[src/rtl/led_status_pkg.sv]
// Shared types and helpers for the board status indicator.
package led_status_pkg;

  // Running-light pattern selection, encoded as seen on the mode pins.
  typedef enum logic [1:0] {
    JOHNSON = 2'd0,
    RING    = 2'd1,
    BOUNCE  = 2'd2,
    BLINK   = 2'd3
  } led_mode_e;

  // Travel direction of the BOUNCE one-hot pattern.
  typedef enum logic {
    DIR_UP   = 1'b0,
    DIR_DOWN = 1'b1
  } flow_dir_e;

  // Widest running light the initial-pattern helper can describe.
  localparam int FLOW_MAX_W = 64;

  // Pattern loaded into the running light when a mode is entered.
  // One-hot modes start with LED 0 lit; the others start dark.
  function automatic logic [FLOW_MAX_W-1:0] flow_init(input led_mode_e mode, input int n);
    logic [FLOW_MAX_W-1:0] pat;
    pat = '0;
    if ((mode == RING || mode == BOUNCE) && n > 0) begin
      pat[0] = 1'b1;
    end
    return pat;
  endfunction

endpackage

[src/rtl/act_stretch.sv]
// One activity channel: synchronises a raw line, detects either edge and
// stretches it into a pulse of 2^STRETCH_W-1 clocks.
module act_stretch #(
  parameter int   STRETCH_W = 20,
  parameter logic ACT_IDLE  = 1'b1
) (
  input  logic clk,
  input  logic rst_n,
  input  logic act_in,
  output logic led
);

  localparam logic [STRETCH_W-1:0] HOLD    = '1;
  localparam logic [STRETCH_W-1:0] CNT_ONE = {{(STRETCH_W-1){1'b0}}, 1'b1};

  logic                 meta;
  logic                 sync;
  logic                 prev;
  logic                 edge_det;
  logic [STRETCH_W-1:0] cnt;
  logic [STRETCH_W-1:0] cnt_next;

  // Two-FF synchroniser plus one delayed copy for edge detection; all reset
  // to the idle level so a quiet line never looks like an edge.
  always_ff @(posedge clk or negedge rst_n) begin
    if (!rst_n) begin
      meta <= ACT_IDLE;
      sync <= ACT_IDLE;
      prev <= ACT_IDLE;
    end else begin
      meta <= act_in;
      sync <= meta;
      prev <= sync;
    end
  end

  // Reload on any edge (wins over the decrement), otherwise count down to 0.
  always_comb begin
    edge_det = sync ^ prev;
    cnt_next = cnt;
    if (edge_det) begin
      cnt_next = HOLD;
    end else if (cnt != '0) begin
      cnt_next = cnt - CNT_ONE;
    end
  end

  // Counter and registered LED; the LED follows the counter's next value so
  // it rises on the same edge as the reload.
  always_ff @(posedge clk or negedge rst_n) begin
    if (!rst_n) begin
      cnt <= '0;
      led <= 1'b0;
    end else begin
      cnt <= cnt_next;
      led <= (cnt_next != '0);
    end
  end

endmodule

[src/rtl/led_status_ctrl.sv]
// Board status indicator: a mode-selectable running light driven from a
// prescaled tick, plus N_ACT stretched activity LEDs.
module led_status_ctrl
  import led_status_pkg::*;
#(
  parameter int   N_FLOW    = 4,
  parameter int   N_ACT     = 4,
  parameter int   DIV_W     = 22,
  parameter int   STRETCH_W = 20,
  parameter logic ACT_IDLE  = 1'b1
) (
  input  logic              clk,
  input  logic              rst_n,
  input  logic [1:0]        mode,
  input  logic [N_ACT-1:0]  act_in,
  output logic [N_FLOW-1:0] led_flow,
  output logic [N_ACT-1:0]  led_act
);

  localparam logic [DIV_W-1:0] PRESC_ONE = {{(DIV_W-1){1'b0}}, 1'b1};

  logic [1:0]        mode_meta;
  logic [1:0]        mode_sync;
  led_mode_e         mode_new;
  led_mode_e         mode_q;
  led_mode_e         mode_q_next;
  logic [DIV_W-1:0]  presc;
  logic [DIV_W-1:0]  presc_next;
  logic              tick;
  logic [N_FLOW-1:0] flow;
  logic [N_FLOW-1:0] flow_next;
  flow_dir_e         dir;
  flow_dir_e         dir_next;

  // Two-FF synchroniser for the (switch-driven) mode pins.
  always_ff @(posedge clk or negedge rst_n) begin
    if (!rst_n) begin
      mode_meta <= '0;
      mode_sync <= '0;
    end else begin
      mode_meta <= mode;
      mode_sync <= mode_meta;
    end
  end

  // Next-state logic: a mode change restarts the pattern and prescaler and
  // overrides a coincident tick; otherwise the pattern advances on tick.
  always_comb begin
    mode_new    = led_mode_e'(mode_sync);
    tick        = &presc;
    mode_q_next = mode_q;
    flow_next   = flow;
    dir_next    = dir;
    presc_next  = presc + PRESC_ONE;
    if (mode_new != mode_q) begin
      mode_q_next = mode_new;
      flow_next   = N_FLOW'(flow_init(mode_new, N_FLOW));
      dir_next    = DIR_UP;
      presc_next  = '0;
    end else if (tick) begin
      case (mode_q)
        JOHNSON: flow_next = {flow[N_FLOW-2:0], ~flow[N_FLOW-1]};
        RING:    flow_next = {flow[N_FLOW-2:0], flow[N_FLOW-1]};
        BOUNCE: begin
          if (dir == DIR_UP) begin
            flow_next = flow << 1;
            if (flow[N_FLOW-2]) dir_next = DIR_DOWN;
          end else begin
            flow_next = flow >> 1;
            if (flow[1]) dir_next = DIR_UP;
          end
        end
        BLINK:   flow_next = ~flow;
        default: flow_next = flow;
      endcase
    end
  end

  // Pattern state registers.
  always_ff @(posedge clk or negedge rst_n) begin
    if (!rst_n) begin
      mode_q <= JOHNSON;
      flow   <= '0;
      dir    <= DIR_UP;
      presc  <= '0;
    end else begin
      mode_q <= mode_q_next;
      flow   <= flow_next;
      dir    <= dir_next;
      presc  <= presc_next;
    end
  end

  assign led_flow = flow;

  for (genvar gi = 0; gi < N_ACT; gi++) begin : g_act
    act_stretch #(
      .STRETCH_W (STRETCH_W),
      .ACT_IDLE  (ACT_IDLE)
    ) u_act (
      .clk    (clk),
      .rst_n  (rst_n),
      .act_in (act_in[gi]),
      .led    (led_act[gi])
    );
  end

endmodule
[config.mk]
export PLATFORM = sky130hd
export DESIGN_NAME = led_status_ctrl
export DESIGN_NICKNAME = d
export VERILOG_FILES = /design/src/rtl/led_status_pkg.sv /design/src/rtl/act_stretch.sv /design/src/rtl/led_status_ctrl.sv
export SDC_FILE = /design/constraint.sdc
export NUM_CORES = 1
export LEC_CHECK = 0
export ABC_AREA = 1
export CORE_ASPECT_RATIO = 1.75
export CORE_MARGIN = 4
export CORE_UTILIZATION = 40
export DETAILED_ROUTE_END_ITERATION = 16
export SLEW_MARGIN = 20
export SYNTH_ARGS = -nofsm -noshare
export SYNTH_HDL_FRONTEND = slang
export SYNTH_SLANG_ARGS = --single-unit
[constraint.sdc]
create_clock -name clk -period 2.2 [get_ports clk]
set_input_delay 0.33 -clock clk [delete_from_list [all_inputs] [get_ports clk]]
set_output_delay 0.33 -clock clk [all_outputs]
set_load 0.02 [all_outputs]
Word level (Yosys, flattened, before mapping) --
Cells that the tools add are included.
Word-level totals: register bits after elaboration 129, logic and storage cells 77, output and inout port bits 8
Cells by class: reductions and logical operators 14, bitwise gates (word level) 6, eq/ne operators 6, add/sub/neg operators 5, multiplexer cells 20
Operator list (count):
- $mux 20 | 8
- $reduce_bool 20->1 | 8
- $sub 20x1->20 const B | 4
- $add 22x1->22 const B | 1
- $mux 22 | 1
- $reduce_and 22->1 | 1
- $pmux 4 s4 | 1
- $mux 4 | 3
- $mux 1 | 7
- $eq 2x2->1 const B | 3
- $eq 2x1->1 const B | 2
- $not 4->4 | 1
- $reduce_bool 2->1 | 2
- $xor 1x1->1 | 4
- $logic_not 2->1 | 1
- $ne 2x2->1 | 1
- $reduce_and 2->1 | 1
- $logic_or 1x1->1 | 1
- $not 1->1 | 1

Depth between registers and ports, before layout --
Gate-level depths: netlist of the first run.
word-level depth 5, mapped depth 14, gate-level depth less buffers 13

By module --
From an unflattened synthesis of the first run, not the netlist that was laid out.
Second synthesis, totals: cell total of the unflattened synthesis 1107, area total of the unflattened synthesis 7775.0 um2
Modules (own cells, without submodules):
- act_stretch | cells each 217, times used 4, sequential area each 604.3 um2, area an instance 1488.9 um2
- led_status_ctrl | cells each 239, times used 1, sequential area each 825.8 um2, area an instance 1819.2 um2

Least setup slack after synthesis of the first run --
No wires, ideal clock.
path type reg-to-reg, from reg g_act[0].u_act.cnt[0], to reg g_act[0].u_act.led, period minus slack after synthesis 1.727 ns, buffers on the path 0, library setup time 0.130 ns, required time 2.070 ns, path slack 0.473 ns, arrival 1.596 ns, cell stages (with the launch flop) 12, cells stage by stage dfrtp_1 -> inv_1 -> ha_1 -> nand2_1 -> nor2_2 -> nand3_1 -> nand2_1 -> nor2_1 -> nor2_1 -> nand3_1 -> nor3_1 -> nand3_1
Between the ends: longest elaborated chain between the ends 4
RTL lines:
- from (decl) | RTL line act_stretch.sv:20 | logic [STRETCH_W-1:0] cnt;
- from (signal assigned) | RTL line act_stretch.sv:55 | cnt <= cnt_next;
- $sub 20x1->20 / $reduce_bool 20->1 (equally long branches) | RTL line act_stretch.sv:44, act_stretch.sv:43
- $mux 20 * | RTL line act_stretch.sv:43 | end else if (cnt != '0) begin
- $mux 20 * | RTL line act_stretch.sv:41 | if (edge_det) begin
- $reduce_bool 20->1 * | RTL line act_stretch.sv:56 | led <= (cnt_next != '0);
- to (signal assigned) | RTL line act_stretch.sv:56
- to (decl) | RTL line act_stretch.sv:10 | output logic led
Mark *: on every way between the ends. The rest lies on a longest branch, timed or not. A chain may end at the register's enable or synchronous reset.

Worst setup path in the final report of the first run --
from reg g_act[0].u_act.cnt[0], to reg g_act[0].u_act.led
Between the ends: longest elaborated chain between the ends 4
RTL lines:
- $sub 20x1->20 / $reduce_bool 20->1 (equally long branches) | RTL line act_stretch.sv:44, act_stretch.sv:43
- $mux 20 * | RTL line act_stretch.sv:43
- $mux 20 * | RTL line act_stretch.sv:41
- via g_act[0].u_act.cnt_next[11] | RTL line act_stretch.sv:21 | logic [STRETCH_W-1:0] cnt_next;
- $reduce_bool 20->1 * | RTL line act_stretch.sv:56
The timed path passes the listed nets; every way through them passes the cells marked *.

==> impl_metrics.yaml, run 1 <==
timing:
  final.period_utilization_pct: 93.72
  timing.final.hold_violations: 0
  rsz0062_at_grt: "no"
  fin_skew_ps: 7.769
  period_minus_slack_ps: 2062
  worst_pin_slew_ps: 539.8
  slew_viol_final: 0
  relSlewSlack_pct: 63.98
  max_freq_mhz: 485.0
  finalSetupViolations: 0
  finalSetupTns_ps: 0
  setup_ws_ps: 138.2
setup_path:
  crit_cells: 13
  worstSetupPathType: "reg2reg"
  worst_path_largest_cell_delay_ps: 450
  end_kind: "register"
  required_ps: 2500
  slowest_stage: "dfrtp_1"
  crit_buf_inv: 2
  worst-path-max-fanout: 7
  cp_cell_sequence: "inv_2 -> ha_1 -> inv_1 -> nor2_1 -> nand3_1 -> nor2_2 -> nand2_4 -> nand3b_1 -> nand2_1 -> nor2_1 -> nand3_1 -> nor2_1 -> nand3_1"
  cp-start-kind: "register"
  worstPathArrival_ps: 2360
  cp_top_family: "simple AND/OR/NAND/NOR gates"
  ff2ff_path_depth: 13
route:
  vias_per_cell: 5.061
  wire_per_inst_um: 13.99
  drc_errors: 0
  num_vias: 6589
  drt_iter0_drc: 374
  antenna_left: 0
  drt_pass1_iterations: 5
  wl_um: 18220
logic_synthesis:
  postSynthCellCount: 1014
  synth_nets: 1031
  synth_edf_count: 0
  synth.cell_area_um2: 7483
  yosys_warnings: 0
  synth-seq-cells: 129
  ys_seq_area_share_pct: 43.34
  synth_top_flop_cell: "dfrtp_1"
  yosysUniqueCellTypes: 45
  syn_avg_cell_area_um2: 7.380
  async_flop_share_pct: 100.0
floorplan:
  die_area_um2: 21050
  start_util_pct: 41.08
  row_count: 65
  core-area_um2: 18220
  die_w_um: 111.4
  ios: 16
  die_h_um: 188.9
final_layout:
  utilization_pct: 47.26
  nets: 1072
  synthToLayoutAreaGrowth_pct: 15.05
  final_area_um2: 8610
  nFillCells: 1823
  n_antenna_cell: 0
  layout-drive-gt1-share_pct: 12.55
placement:
  hpwlAfterDp_um: 13930
  port_buffers: 15
  gp_congestion: 0.9023
  placed_area_um2: 8014
  detailedPlace.worstSlack_ps: 83.98
min_path:
  hold_class: "in2reg"
  min_path_cells: 1
clock_tree:
  clkTransAtPathRegs_ps: 60
  clock_sinks: 129
  clkLatencyLatePin_ps: 430
  cts-root-buf: "clkbuf_16"
  post_cts_buffers: 0
  cts_tree: "yes"
  cts_buffers: 17
  cts_max_level: 4
  clock_path_buffers: 2
grt:
  grt_max_degree: 55
  grt_first_pass_wirelength_um: 30660
  antenna_found_initial: 0
  grt_pass1_vias: 6718
  globalRouteOverflowTotal: 0
  grt_util_all_layers_pct: 18.01
power:
  power.leakage_nw: 3.533
  power_mw: 5.655
  power_density_nw_per_um2: 656.8
  peakVddDrop_v: 0.0004007
run_status:
  status: "finished clean"
flow_run:
  maxCapViolations: 0
## flip-flops by register name (all words and copies together) (netlist names)
name	cells
mode_q	2
g_act.u_act.cnt	80
g_act.u_act.meta	4
led_flow	4
dir	1
g_act.u_act.prev	4
g_act.u_act.led	4
presc	22
mode_meta	2
g_act.u_act.sync	4
mode_new	2
## path summary, 6_finish.rpt
check	from	endpoint	slack [ps]
setup / recovery	g_act[0].u_act.cnt[0]	g_act[0].u_act.led	140
hold / removal	act_in[1]	g_act[1].u_act.meta	300
setup reg to reg	g_act[0].u_act.cnt[0]	g_act[0].u_act.led	140
hold reg to reg	mode_meta[1]	mode_new[1]	350
max in group asynchronous	rst_n	g_act[2].u_act.sync	1100
min in group asynchronous	rst_n	g_act[1].u_act.cnt[1]	420
## kinds of logic (layout without fill, tap and decap cells)
kind of cell    count (synthesis)  count (layout)  synth area share, %
simple gates                  637             637                38.97
flops                         129             129                43.34
buf+inv                       127             181                6.738
fa+ha+maj                       9               9                1.505
xor+xnor                       24              24                2.809
compound gates                 88              88                6.638
## layout make-up
| type | instances | area [um2] | share of cell area [%] |
|---|---|---|---|
| Sequential cell | 129 | 3243 | 37.67 |
| Tap cell | 234 | 292.8 | 3.401 |
| Inverter | 112 | 420.4 | 4.883 |
| Clock buffer | 23 | 457.9 | 5.319 |
| Timing Repair Buffer | 37 | 331.6 | 3.851 |
| Multi-Input combinational cell | 758 | 3754 | 43.60 |
| Clock inverter | 9 | 110.1 | 1.279 |
## cell usage in the layout, fill, tap and decap left out, types with 2 or more instances in the layout
master,instances
nand3_2,3
clkbuf_1,5
nand2_1,273
inv_2,7
dfstp_2,12
nand2_2,11
o21ai_2,2
nor3_1,17
xnor2_1,4
buf_4,20
nand3_1,84
o221ai_1,3
clkinv_1,2
clkbuf_16,17
nor2_4,9
dfrtp_1,117
nand3b_1,9
clkinv_2,2
nor3_2,3
o21ai_1,5
a21oi_1,32
xor2_1,20
nand3_4,4
nand4_1,20
ha_1,8
o21ai_0,36
nor2_8,2
or2_2,3
bufinv_16,2
clkdlybuf4s50_1,14
o31ai_1,2
clkinvlp_4,3
nor2_1,169
inv_1,103
nor2_2,22
and2_1,3
## repair_timing
action	in CTS	in global routing
hold buffers	1	0
gates resized for setup	0	5
endpoints found under the hold margin	44	0
setup endpoints to repair	0	2
## report_power, final
part           internal, mW  switching, mW  leakage (nW)
sequential             2.45         0.0563          1.32
combinational         0.129          0.263          1.95
clock                  1.70           1.06         0.268
total                  4.27           1.38          3.53
## cell usage after synthesis (all sizes together) (6+ instances only)
master	count	area, um2
a21oi	33	176.4
buf	9	61.31
clkbuf	6	22.52
dfrtp	117	2928
dfstp	12	315.3
ha	9	112.6
inv	110	412.9
nand2	285	1100
nand3	91	515.5
nand3b	9	67.56
nand4	21	137.6
nor2	202	913.4
nor3	21	126.4
o21ai	43	222.7
xor2	20	175.2
## per-stage QoR
stage	cells	hold WS, ps
CTS	1302	291.2
detailed placement	1269	337.6
floorplan	1014	34.41
global placement	1269	328.6
finish	1302	303.2
global route	1302	300.2
## layer usage
metal,global-route usage (%),up-vias,part of all wire [%]
li1,-,3323,-
met1,17.90,3082,37
met2,34.52,120,56
met3,3.198,64,2.5
met4,10.26,0,4.4
met5,0,-,0
No activity file was read; power rests on OpenSTA's default activity.
==> run 2: changes to the inputs <==
--- a/config.mk
+++ b/config.mk
@@ -10,6 +10,7 @@
 export CORE_MARGIN = 4
 export CORE_UTILIZATION = 40
 export DETAILED_ROUTE_END_ITERATION = 16
+export RECOVER_POWER = 50
 export SLEW_MARGIN = 20
 export SYNTH_ARGS = -nofsm -noshare
 export SYNTH_HDL_FRONTEND = slang
==> constraint.sdc (replaced) <==
create_clock -name clk -period 2.2 [get_ports clk]
set_input_delay 0.66 -clock clk [delete_from_list [all_inputs] [get_ports clk]]
set_output_delay 0.66 -clock clk [all_outputs]
set_load 0.02 [all_outputs]
==> run 2 against run 1 <==
Clock-buffer cell count down 3. Global-route usage up 0.40 points. Total power up 0.98%. Clock skew up 14 ps. Sequential power about the same. Flip-flop and latch count unchanged. Via count down 0.76%. Setup slack worse by 48 ps. Worst hold slack better by 43 ps. Sequential share of layout area up 0.12 points. Largest cell class unchanged. Largest power group unchanged.
==> impl_metrics.yaml, run 2 (synthesized netlist as in run 1, its figures left out) <==
run_status:
  status: "finished clean"
setup_path:
  cp-start-kind: "register"
  worstSetupPathType: "reg2out"
  worst_path_largest_cell_delay_ps: 630
  worstPathArrival_ps: 1450
  crit_cells: 1
  worst-path-max-fanout: 4
  slowest_stage: "clkdlybuf4s50_1"
  cp_cell_sequence: "clkdlybuf4s50_1"
  end_kind: "output port"
  r2r_setup_slack_ps: 190
  crit_buf_inv: 1
  required_ps: 1540
  cp_top_family: "buffers and inverters"
  ff2ff_path_depth: 11
final_layout:
  nets: 1067
  largestRegisters: "g_act.u_act.cnt x80, presc x22"
  finalNonFillerCells: 1297
  n_antenna_cell: 0
  nFillCells: 1833
  max_flop_register: "g_act.u_act.cnt"
  utilization_pct: 47.12
  layout_common_cells: "nand2_1 (273), nor2_1 (169), dfrtp_1 (116)"
  synthToLayoutAreaGrowth_pct: 14.71
  layout_commonest_cell: "nand2_1"
  final_area_um2: 8584
  layout-drive-gt1-share_pct: 12.23
  largest_register_ffs: 80
placement:
  placed_area_um2: 7996
  port_buffers: 15
  dpl.cell_count: 1265
  gp_congestion: 0.9292
  hpwlAfterDp_um: 13740
route:
  wire_per_inst_um: 13.86
  num_vias: 6539
  drc_errors: 0
  vias_per_cell: 5.042
  wl_um: 17970
  drt_iter0_drc: 261
  drt_pass1_iterations: 7
  antenna_left: 0
floorplan:
  start_util_pct: 41.08
  die_w_um: 111.4
  die_h_um: 188.9
  die_area_um2: 21050
  core-area_um2: 18220
  ios: 16
  row_count: 65
timing:
  worst_pin_slew_ps: 1203
  timing.final.hold_violations: 0
  max_freq_mhz: 473.9
  relSlewSlack_pct: 19.82
  slew_viol_final: 0
  period_minus_slack_ps: 2110
  rsz0062_at_grt: "yes"
  fin_skew_ps: 21.83
  finalSetupViolations: 0
  final.period_utilization_pct: 95.91
grt:
  grt_util_all_layers_pct: 18.41
  antenna_found_initial: 0
  globalRouteOverflowTotal: 0
  grt_pass1_vias: 6883
  grt_max_degree: 49
  grt_first_pass_wirelength_um: 31320
clock_tree:
  cts-root-buf: "clkbuf_16"
  cts_tree: "yes"
  post_cts_buffers: 0
  clkTransAtPathRegs_ps: 60
  cts_buffers: 17
  clkLatencyLatePin_ps: 430
  clock_path_buffers: 2
  cts_max_level: 4
  clock_sinks: 129
power:
  power_density_nw_per_um2: 665.2
  peakVddDrop_v: 0.0004567
  power_mw: 5.710
  power.leakage_nw: 3.534
min_path:
  hold_class: "reg2reg"
  min_path_cells: 0
flow_run:
  maxCapViolations: 0
run 2: cell types whose count changed in the layout (fill, tap and decap cells not counted), sizes merged:
cell	change
dlymetal6s2s	+2
inv	+1
clkbuf	+3
buf	-10
clkinvlp	+2
dlygate4sd3	+5
clkdlybuf4s50	-8
run 2: area by class of cell:
| cell class | instances | area [um2] | share of cell area, % |
|---|---|---|---|
| inverters | 112 | 420.4 | 4.897 |
| clock inverters | 12 | 130.1 | 1.516 |
| well taps | 234 | 292.8 | 3.411 |
| multi-input cells | 758 | 3766 | 43.87 |
| clock buffers | 20 | 466.7 | 5.437 |
| repair buffers | 32 | 264.0 | 3.075 |
| flip-flops and latches | 129 | 3244 | 37.79 |
run 2: layer usage:
layer | track usage [%] | share of wire [%] | up-vias
met3 | 3.518 | 2.3 | 59
met2 | 35.19 | 56 | 117
met5 | 0 | 0 | -
met4 | 11.10 | 4.6 | 0
met1 | 17.94 | 37 | 3044
li1 | - | - | 3319
run 2: per-stage QoR:
step                hold slack (ps)  worst slack (ps)  setup TNS [ps]
floorplan                     331.2             473.3               0
global placement              335.3             59.66               0
detailed placement            335.6             15.55               0
CTS                           182.6             26.63               0
global route                  362.9            -32.44          -32.44
finish                        345.8             89.88               0
run 2: worst paths after layout:
path | start | to
max | led_flow[0] | led_flow[0]
min | mode_meta[0] | mode_new[0]
max reg2reg | g_act[0].u_act.cnt[0] | g_act[0].u_act.led
min reg2reg | mode_meta[0] | mode_new[0]
max in group asynchronous | rst_n | g_act[0].u_act.cnt[0]
min in group asynchronous | rst_n | g_act[1].u_act.cnt[19]
run 2: power by group:
part | internal [mW] | switching, mW
sequential | 2.44 | 0.0548
clock | 1.76 | 1.08
combinational | 0.116 | 0.260
run 2: what timing repair did:
item                                   in CTS  in global routing
endpoints found under the hold margin       0                  0
hold buffers                                0                  0
gates resized for setup                     1                 10
setup endpoints to repair                   1                  4
==> run 3: changes to the inputs <==
--- a/config.mk
+++ b/config.mk
@@ -5,12 +5,13 @@
 export SDC_FILE = /design/constraint.sdc
 export NUM_CORES = 1
 export LEC_CHECK = 0
-export ABC_AREA = 1
+export ABC_AREA = 0
 export CORE_ASPECT_RATIO = 1.75
 export CORE_MARGIN = 4
 export CORE_UTILIZATION = 40
 export DETAILED_ROUTE_END_ITERATION = 16
 export RECOVER_POWER = 50
+export SETUP_SLACK_MARGIN = 0.1
 export SLEW_MARGIN = 20
 export SYNTH_ARGS = -nofsm -noshare
 export SYNTH_HDL_FRONTEND = slang
==> run 3 against run 2 <==
The run now ends with negative setup slack left. Combinational power increased by 73%. Worst hold slack worse by 74 ps. Utilization grew 14 points. Flip-flop and latch count unchanged. Wire length rose by 17%. Die area decreased by 6.5%. Total power up 6.7%. Critical path depth is 7 higher. Via count is 3.3% higher. Area after synthesis fell by 6.9%. Setup slack got worse by 480 ps. Largest cell class unchanged. Largest power group unchanged.
==> impl_metrics.yaml, run 3 <==
final_layout:
  layout-drive-gt1-share_pct: 41.93
  layout_commonest_cell: "buf_4"
  multiInputGateArea_um2: 4303
  finalNonFillerCells: 1193
  largest_register_ffs: 80
  max_flop_register: "g_act.u_act.cnt"
  n_antenna_cell: 0
  seq_area_um2: 3249
  nets: 970
  synthToLayoutAreaGrowth_pct: 49.51
  nFillCells: 1395
  largestRegisters: "g_act.u_act.cnt x80, presc x22"
  layout_common_cells: "buf_4 (186), dfrtp_1 (112), nand2_1 (64)"
logic_synthesis:
  syn_avg_cell_area_um2: 9.478
  synthTopCellsByArea: "dfrtp_1 (42%), dfstp_2 (4.5%), xnor2_1 (4.4%)"
  synth_edf_count: 0
  synth_most_common_cell: "dfrtp_1"
  synth_common_cells: "dfrtp_1 (117), nand2_1 (72), nor2_1 (58), o21ai_0 (42), xnor2_1 (35)"
  synth_top_flop_cell: "dfrtp_1"
  synth_nets: 752
  yosysUniqueCellTypes: 64
  yosysTopAreaCell: "dfrtp_1"
  yosysTopAreaCellShare_pct: 42.03
  async_flop_share_pct: 100.0
  synth-seq-cells: 129
  synth.cell_area_um2: 6967
  yosys_warnings: 0
  ys_seq_area_share_pct: 46.55
  postSynthCellCount: 735
placement:
  gp_congestion: 0.9284
  port_buffers: 15
  dpl.cell_count: 1121
  hpwlAfterDp_um: 13970
flow_run:
  maxCapViolations: 0
grt:
  grt_first_pass_wirelength_um: 33740
  globalRouteOverflowTotal: 0
  grt_max_degree: 46
  grt_pass1_vias: 7125
  grt_util_all_layers_pct: 21.11
  antenna_found_initial: 0
clock_tree:
  cts_max_level: 4
  cts_tree: "yes"
  cts_buffers: 17
  clkLatencyLatePin_ps: 420
  clock_sinks: 129
  clock_path_buffers: 2
  clkTransAtPathRegs_ps: 60
  hold_buffers: 0
  cts-root-buf: "clkbuf_16"
floorplan:
  ios: 16
  die_h_um: 182.6
  start_util_pct: 40.92
  die_area_um2: 19670
  core-area_um2: 17030
  row_count: 63
  die_w_um: 107.8
power:
  power_density_nw_per_um2: 584.8
  peakVddDrop_v: 0.0004890
  power.leakage_nw: 4.134
  power_mw: 6.091
timing:
  rsz0062_at_grt: "yes"
  whs_ps: 271.8
  setup_ws_ps: -388.0
  timing.final.hold_violations: 0
  fin_skew_ps: 13.02
  relSlewSlack_pct: 26.19
  finalSetupViolations: 23
  period_minus_slack_ps: 2588
  worst_pin_slew_ps: 1107
  final.period_utilization_pct: 117.6
  max_freq_mhz: 386.4
  slew_viol_final: 0
setup_path:
  r2r_setup_slack_ps: -390
  end_kind: "register"
  worst-path-max-fanout: 3
  cp-start-kind: "register"
  worstPathArrival_ps: 2870
  worstSetupPathType: "reg2reg"
  required_ps: 2480
route:
  num_vias: 6757
  wl_um: 21080
  vias_per_cell: 5.664
  drc_errors: 0
  wire_per_inst_um: 17.67
  antenna_left: 0
  drt_pass1_iterations: 5
  drt_iter0_drc: 392
min_path:
  hold_class: "in2async"
run_status:
  violations: "negative setup slack"
  status: "finished, violations left"
run 3: changes by cell type after synthesis, moves of 22 or more:
cell and change:
inv_1 -85, nand2_1 -201, nand3_1 -58, nor2_1 -111, nor4_1 +27, or4_1 +22
xnor2_1 +31
run 3: what timing repair did:
| item | in CTS | in global routing |
|---|---|---|
| gates resized for setup | 110 | 88 |
| setup buffers | 31 | 19 |
| pin swaps | 40 | 44 |
| endpoints found under the setup margin | 44 | 54 |
run 3: stage by stage:
stage / util [%] / instance area, um2 / setup TNS, ps / setup slack [ps]
global placement: 51.04 / 8691 / -1817 / -313.5
detailed placement: 51.04 / 8691 / -2428 / -377.6
finish: 61.18 / 10420 / -2317 / -388.0
floorplan: - / 7073 / -456.5 / -189.7
global route: 61.18 / 10420 / -4709 / -488.7
CTS: 58.44 / 9950 / -2045 / -352.8
run 3: kinds of logic after synthesis:
logic type / Yosys count / synth area share [%]
AOI/OAI and AO/OA: 130 / 11.82
xor gates and xnor gates: 62 / 7.795
buffers and inverters: 54 / 3.197
and+or+nand+nor: 345 / 28.16
adders and majority gates: 9 / 1.616
DFF: 129 / 46.55
muxes: 6 / 0.8621
run 3: layer usage:
metal / up-vias / wire [um] / global-route usage, %
li1: 3130 / - / -
met1: 3391 / 7612 / 22.20
met2: 165 / 12070 / 39.93
met3: 71 / 503 / 2.867
met4: 0 / 892 / 10.57
met5: - / 0 / 0
run 3: final cells by class:
type | instances | area share [%]
flip-flops and latches | 129 | 31.20
clock buffers | 18 | 4.216
inverters | 19 | 0.6847
repair buffers | 234 | 18.13
multi-input cells | 552 | 41.31
clock inverters | 14 | 1.742
well taps | 227 | 2.727
run 3: worst paths after layout:
kind | startpoint | endpoint | depth (start not counted)
max in group asynchronous | rst_n | g_act[0].u_act.cnt[18] | 2
min | rst_n | g_act[1].u_act.cnt[15] | 1
max reg2reg | g_act[1].u_act.cnt[0] | g_act[1].u_act.led | 8
min reg2reg | mode_meta[1] | mode_new[1] | 0
max | g_act[1].u_act.cnt[0] | g_act[1].u_act.led | 8
min in group clk | mode_meta[1] | mode_new[1] | 0
run 3: worst max-delay path: stages, from the launching register on:
cell and delay [ps]:
dfrtp_1 390, inv_2 80, ha_4 130, or4b_4 480
or4_4 540, a211oi_4 250, o211ai_1 140, nor4_2 320
nand4b_1 120
run 3: where the power goes:
group / total [mW] / internal (mW) / leakage (nW) / switching (mW)
clock network: 2.94 / 1.83 / 0.301 / 1.11
registers: 2.50 / 2.44 / 1.32 / 0.0605
logic: 0.650 / 0.283 / 2.52 / 0.367
total: 6.09 / 4.55 / 4.13 / 1.54
